[src/rtl/axis_block_serializer_if.sv]
// Bundle of the block-side handshake and the AXI-Stream output of the block serializer.
// master: the serializer's view (sinks blocks, drives the stream); slave: the environment.
// Ports: blk_valid/blk_ready/blk_data/blk_bytes/blk_last, m_tvalid/m_tready/m_tdata/m_tkeep/m_tlast.
interface axis_block_serializer_if #(
    parameter int TDATA_WIDTH = 32,
    parameter int BLOCK_WIDTH = 128
);
    localparam int CW = $clog2(BLOCK_WIDTH / 8) + 1;

    logic                     blk_valid;
    logic                     blk_ready;
    logic [BLOCK_WIDTH-1:0]   blk_data;
    logic [CW-1:0]            blk_bytes;
    logic                     blk_last;

    logic                     m_tvalid;
    logic                     m_tready;
    logic [TDATA_WIDTH-1:0]   m_tdata;
    logic [TDATA_WIDTH/8-1:0] m_tkeep;
    logic                     m_tlast;

    modport master (
        input  blk_valid, blk_data, blk_bytes, blk_last, m_tready,
        output blk_ready, m_tvalid, m_tdata, m_tkeep, m_tlast
    );

    modport slave (
        output blk_valid, blk_data, blk_bytes, blk_last, m_tready,
        input  blk_ready, m_tvalid, m_tdata, m_tkeep, m_tlast
    );
endinterface

[src/rtl/axis_block_serializer.sv]
// Purpose: splits one BLOCK_WIDTH cipher block into TDATA_WIDTH AXIS beats, low word first, tkeep/tlast on the last beat.
// Latency: beat 0 is presented on the edge after capture; one beat per cycle while m_tready is high.
// Backpressure: m_tready low freezes all stream outputs; blk_ready only rises in IDLE or on the final beat's handshake.
// Ports: clk, rst_n (async active-low), bus (master modport: blk_* block input, m_t* stream output).
module axis_block_serializer #(
    parameter int TDATA_WIDTH = 32,
    parameter int BLOCK_WIDTH = 128
) (
    input  logic                   clk,
    input  logic                   rst_n,
    axis_block_serializer_if.master bus
);
    localparam int BPB = TDATA_WIDTH / 8;          // bytes per beat
    localparam int NB  = BLOCK_WIDTH / 8;          // bytes per block
    localparam int CW  = $clog2(NB) + 1;
    localparam logic [CW-1:0] BPB_C = CW'(BPB);
    localparam logic [CW-1:0] NB_C  = CW'(NB);

    typedef enum logic {IDLE = 1'b0, SEND = 1'b1} state_t;

    state_t                   state_q, state_d;
    logic [BLOCK_WIDTH-1:0]   sh_q, sh_d;          // block, current beat in the low word
    logic [CW-1:0]            rem_q, rem_d;        // bytes still to send, including the current beat
    logic                     last_q, last_d;
    logic                     tvalid_q, tvalid_d;
    logic [TDATA_WIDTH-1:0]   tdata_q, tdata_d;
    logic [BPB-1:0]           tkeep_q, tkeep_d;
    logic                     tlast_q, tlast_d;

    logic                     fire, final_beat, blk_rdy, take;
    logic [CW-1:0]            bytes_sat;

    // Low r lanes set; r at or above the beat width yields all ones.
    function automatic logic [BPB-1:0] keep_mask(input logic [CW-1:0] r);
        logic [BPB-1:0] m;
        m = '0;
        for (int k = 0; k < BPB; k++) begin
            if (k < int'(r)) m[k] = 1'b1;
        end
        return m;
    endfunction

    assign fire       = tvalid_q && bus.m_tready;
    assign final_beat = (rem_q <= BPB_C);
    // Ready on the final handshake lets the next block load on the same edge (no bubble).
    assign blk_rdy    = rst_n && ((state_q == IDLE) || (fire && final_beat));
    assign take       = bus.blk_valid && blk_rdy;

    // Out-of-range counts mean a full block.
    always_comb begin
        bytes_sat = bus.blk_bytes;
        if (bus.blk_bytes == '0 || bus.blk_bytes > NB_C) bytes_sat = NB_C;
    end

    always_comb begin
        state_d = state_q;
        sh_d    = sh_q;
        rem_d   = rem_q;
        last_d  = last_q;

        case (state_q)
            IDLE: begin
                if (take) begin
                    state_d = SEND;
                    sh_d    = bus.blk_data;
                    rem_d   = bytes_sat;
                    last_d  = bus.blk_last;
                end
            end
            SEND: begin
                if (fire) begin
                    if (final_beat) begin
                        if (take) begin
                            sh_d   = bus.blk_data;
                            rem_d  = bytes_sat;
                            last_d = bus.blk_last;
                        end else begin
                            state_d = IDLE;
                        end
                    end else begin
                        sh_d  = sh_q >> TDATA_WIDTH;
                        rem_d = rem_q - BPB_C;
                    end
                end
            end
            default: state_d = IDLE;
        endcase

        // Stream outputs are registered copies of the beat the next state will present.
        tvalid_d = (state_d == SEND);
        tdata_d  = sh_d[TDATA_WIDTH-1:0];
        tkeep_d  = tvalid_d ? keep_mask(rem_d) : '0;
        tlast_d  = tvalid_d && last_d && (rem_d <= BPB_C);
    end

    always_ff @(posedge clk or negedge rst_n) begin
        if (!rst_n) begin
            state_q  <= IDLE;
            sh_q     <= '0;
            rem_q    <= '0;
            last_q   <= 1'b0;
            tvalid_q <= 1'b0;
            tdata_q  <= '0;
            tkeep_q  <= '0;
            tlast_q  <= 1'b0;
        end else begin
            state_q  <= state_d;
            sh_q     <= sh_d;
            rem_q    <= rem_d;
            last_q   <= last_d;
            tvalid_q <= tvalid_d;
            tdata_q  <= tdata_d;
            tkeep_q  <= tkeep_d;
            tlast_q  <= tlast_d;
        end
    end

    assign bus.blk_ready = blk_rdy;
    assign bus.m_tvalid  = tvalid_q;
    assign bus.m_tdata   = tdata_q;
    assign bus.m_tkeep   = tkeep_q;
    assign bus.m_tlast   = tlast_q;
endmodule

[src/flat_wrapper.sv]
// flat-port wrapper written by rule: the top's interface ports become plain ports
module axis_block_serializer_flat 
#(
    parameter int TDATA_WIDTH = 32,
    parameter int BLOCK_WIDTH = 128
)
  (clk, rst_n, bus_blk_valid, bus_blk_data, bus_blk_bytes, bus_blk_last, bus_m_tready, bus_blk_ready, bus_m_tvalid, bus_m_tdata, bus_m_tkeep, bus_m_tlast);
  axis_block_serializer_if #(.TDATA_WIDTH(TDATA_WIDTH), .BLOCK_WIDTH(BLOCK_WIDTH)) bus_i ();
  input  logic clk;
  input  logic rst_n;
  input wire logic [$bits(bus_i.blk_valid)-1:0] bus_blk_valid;
  input wire logic [$bits(bus_i.blk_data)-1:0] bus_blk_data;
  input wire logic [$bits(bus_i.blk_bytes)-1:0] bus_blk_bytes;
  input wire logic [$bits(bus_i.blk_last)-1:0] bus_blk_last;
  input wire logic [$bits(bus_i.m_tready)-1:0] bus_m_tready;
  output wire logic [$bits(bus_i.blk_ready)-1:0] bus_blk_ready;
  output wire logic [$bits(bus_i.m_tvalid)-1:0] bus_m_tvalid;
  output wire logic [$bits(bus_i.m_tdata)-1:0] bus_m_tdata;
  output wire logic [$bits(bus_i.m_tkeep)-1:0] bus_m_tkeep;
  output wire logic [$bits(bus_i.m_tlast)-1:0] bus_m_tlast;
  assign bus_i.blk_valid = bus_blk_valid;
  assign bus_i.blk_data = bus_blk_data;
  assign bus_i.blk_bytes = bus_blk_bytes;
  assign bus_i.blk_last = bus_blk_last;
  assign bus_i.m_tready = bus_m_tready;
  assign bus_blk_ready = bus_i.blk_ready;
  assign bus_m_tvalid = bus_i.m_tvalid;
  assign bus_m_tdata = bus_i.m_tdata;
  assign bus_m_tkeep = bus_i.m_tkeep;
  assign bus_m_tlast = bus_i.m_tlast;
  axis_block_serializer #(.TDATA_WIDTH(TDATA_WIDTH), .BLOCK_WIDTH(BLOCK_WIDTH)) u_core (.clk(clk), .rst_n(rst_n), .bus(bus_i));
endmodule
[config.mk]
export PLATFORM = sky130hd
export DESIGN_NAME = axis_block_serializer_flat
export DESIGN_NICKNAME = d
export VERILOG_FILES = /design/src/rtl/axis_block_serializer_if.sv /design/src/rtl/axis_block_serializer.sv /design/src/flat_wrapper.sv
export SDC_FILE = /design/constraint.sdc
export NUM_CORES = 1
export LEC_CHECK = 0
export CORE_ASPECT_RATIO = 2
export CORE_MARGIN = 5
export CORE_UTILIZATION = 43
export CTS_CLUSTER_DIAMETER = 80
export CTS_CLUSTER_SIZE = 12
export DETAILED_ROUTE_END_ITERATION = 12
export PLACE_DENSITY = 0.75
export SLEW_MARGIN = 20
export SYNTH_ARGS = -nofsm -noshare
export SYNTH_HDL_FRONTEND = slang
export SYNTH_SLANG_ARGS = --single-unit
[constraint.sdc]
create_clock -name clk -period 2.09 [get_ports clk]
set_clock_uncertainty 0.05 [all_clocks]
set_input_delay 0.209 -clock clk [delete_from_list [all_inputs] [get_ports clk]]
set_output_delay 0.209 -clock clk [all_outputs]
set_load 0.05 [all_outputs]
==> impl_metrics.toml <==
[critical_path]
crit_path_max_fanout = 3
critPathRequiredTime_ps = 1830
cp-start-kind = "flop"
crit_type = "flop to primary output"
crit_path_end_kind = "primary output"
arrival_ps = 1820

[global_route]
overflow = 0
grt_max_degree = 108
grt_antenna_before_repair = 1
track_usage_pct = 22.6
grt_pass1_vias = 5517
grt_first_pass_wirelength_um = 29600

[floorplan]
die_h_um = 180
die_w_um = 95.0
pin_count = 177
initial_core_util_pct = 43.6
die_area_um2 = 17100
coreArea_um2 = 14300
rows = 62

[cts]
clk_latency_ps = 410
postCtsHoldBufs = 1
cts_max_level = 4
cts_buffer_depth = 2
cts_root_buffer = "clkbuf_16"
cts_tree = "built"
cts_buffers = 17
cts.sinks = 140
clkTransAtPathRegs_ps = 60

[finish]
final_cell_mix = "clkdlybuf4s50_1, dfrtp_1, o22ai_1, a2bb2oi_1, a22o_1"
drive_gt1_share_pct = 14.5
final_nets = 808
final_util_pct = 62.4
area_growth_pct = 43.2
mostFrequentLayoutCell = "clkdlybuf4s50_1"

[sta]
slew_viol_final = 0
setup_tns_ps = 0
timing.fmax_mhz = 481
rsz0062_at_grt = "true"
fin_crit_sh_pct = 99.5
hold_ws_ps = -416
slew_headroom_pct = 35.9
report.final.hold_viol_count = 19
setup_violations = 0
period_needed_ps = 2080
worst_pin_slew_ps = 960

[logic_synthesis]
ys.warnings.count = 0
netlist_area_um2 = 6220
syn_area_per_cell_um2 = 11.9
synth_edf_count = 0
ys_seq_elements = 140
yosys_most_used_dff = "dfrtp_1"
ys_seq_area_share_pct = 56.3
synth-async-reset-ratio_pct = 100
ys_types = 43
syn_nets = 662
synthCells = 521

[route]
vias_per_cell = 5.82
wire_per_inst_um = 22.1
drtPass1Iterations = 5
antenna_left = 0
vias = 5072
drt-total-wl_um = 19200
drc = 0
drtIter0Drc = 242

[place]
port_buffers = 176
place_hpwl_um = 12800
gp_congestion = 0.849

[outcome]
status = "complete, but fails checks"
violations = "hold timing"

[power]
p_per_area_nw_per_um2 = 1730
ir_drop_v = 0.000818
leakage_nw = 3.67

[worst_hold_path]
hold_path.class = "input pin to async pin"

[job]
maxCapViolations = 0
## repair_timing
| action | 4_1_cts | 5_1_grt |
|---|---|---|
| setup endpoints to repair | 89 | 63 |
| hold endpoints to repair | 33 | 12 |
| pin swaps | 8 | 18 |
| setup buffers | 5 | 2 |
| gates cloned | 0 | 0 |
| resized for setup | 17 | 12 |
## flip-flops by register name (all words and copies together), names as in the netlist
register / cells
u_core.bus.m_tkeep: 4
u_core.bus.m_tlast: 1
u_core.rem_q: 5
u_core.sh_q: 128
u_core.state_q: 1
u_core.last_q: 1
## worst paths after layout
check / start / end / slack, ps / cells after the start
worst max-delay path: u_core.rem_q[3] / bus_blk_ready / 10 / 7
worst min-delay path: rst_n / u_core.bus.m_tkeep[3] / -420 / 1
worst max register to register: u_core.rem_q[2] / u_core.bus.m_tkeep[1] / 50 / 7
worst min register to register: u_core.last_q / u_core.last_q / 430 / 2
max in group asynchronous: rst_n / u_core.rem_q[2] / 1480 / 3
min in group clk: rst_n / u_core.state_q / 220 / 3
## cell families (layout without fill, tap and decap cells)
| logic type | Yosys count | after routing | synth area share, % |
|---|---|---|---|
| AND/OR/NAND/NOR | 35 | 35 | 3.12 |
| AO/OA/AOI/OAI | 254 | 254 | 31.8 |
| flip-flops | 140 | 140 | 56.3 |
| buffers and inverters | 89 | 246 | 8.11 |
| adder cells (fa/ha/maj) | 3 | 3 | 0.604 |
| other | 0 | 1 | 0 |
## synthesized netlist by cell type (2+ instances only)
master	count	area share, %
a21oi_1	4	0.32
a22o_1	33	4.6
a2bb2oi_1	96	14
a31oi_1	3	0.30
buf_2	25	2.0
buf_4	37	4.5
clkbuf_1	21	1.3
dfrtp_1	140	56
ha_1	3	0.60
inv_1	6	0.36
nand2_1	13	0.78
nand2b_1	2	0.20
nand3_1	3	0.24
nor2_1	3	0.18
nor2_2	2	0.20
nor2b_1	4	0.40
nor3_1	2	0.16
o21ai_0	4	0.32
o22ai_1	96	9.7
## where the power goes
part           total, mW  switching, mW  internal (mW)
registers           4.72          0.801           3.92
clock network       3.14           1.12           2.02
logic               7.51           4.04           3.47
## worst max-delay path, stage by stage, from the launching register on
cell     delay (ps)
dfrtp_1         390
inv_2           120
ha_4            170
buf_6           100
a21oi_4          60
o21a_1          220
nor2b_2         190
buf_12          160
## through the flow
step,instance area [um2],cells,setup slack [ps],total power [mW]
2_1_floorplan,6220,521,84.0,9.85
3_3_place_gp,8100,832,-381,11.6
3_5_place_dp,8100,832,-428,11.8
4_1_cts,8830,868,-13.3,15.2
5_1_grt,8910,871,-53.2,16.1
6_report,8910,871,10.2,15.4
## routing by layer
layer / wire length (um) / global-route usage [%]
met1: 7060 / 25.4
met2: 10600 / 39.5
met3: 777 / 4.47
met4: 798 / 11.4
met5: 0 / 0
## cell type report
cell class / instances / area, um2
fill: 1157 / 5370
sequential: 140 / 3510
multi-input combinational: 292 / 2380
timing repair buffer: 210 / 2140
clock buffer: 19 / 443
tap: 192 / 240
clock inverter: 11 / 171
inverter: 6 / 22.5
antenna: 1 / 2.50
Note: power is estimated with default switching activity, not from simulation.
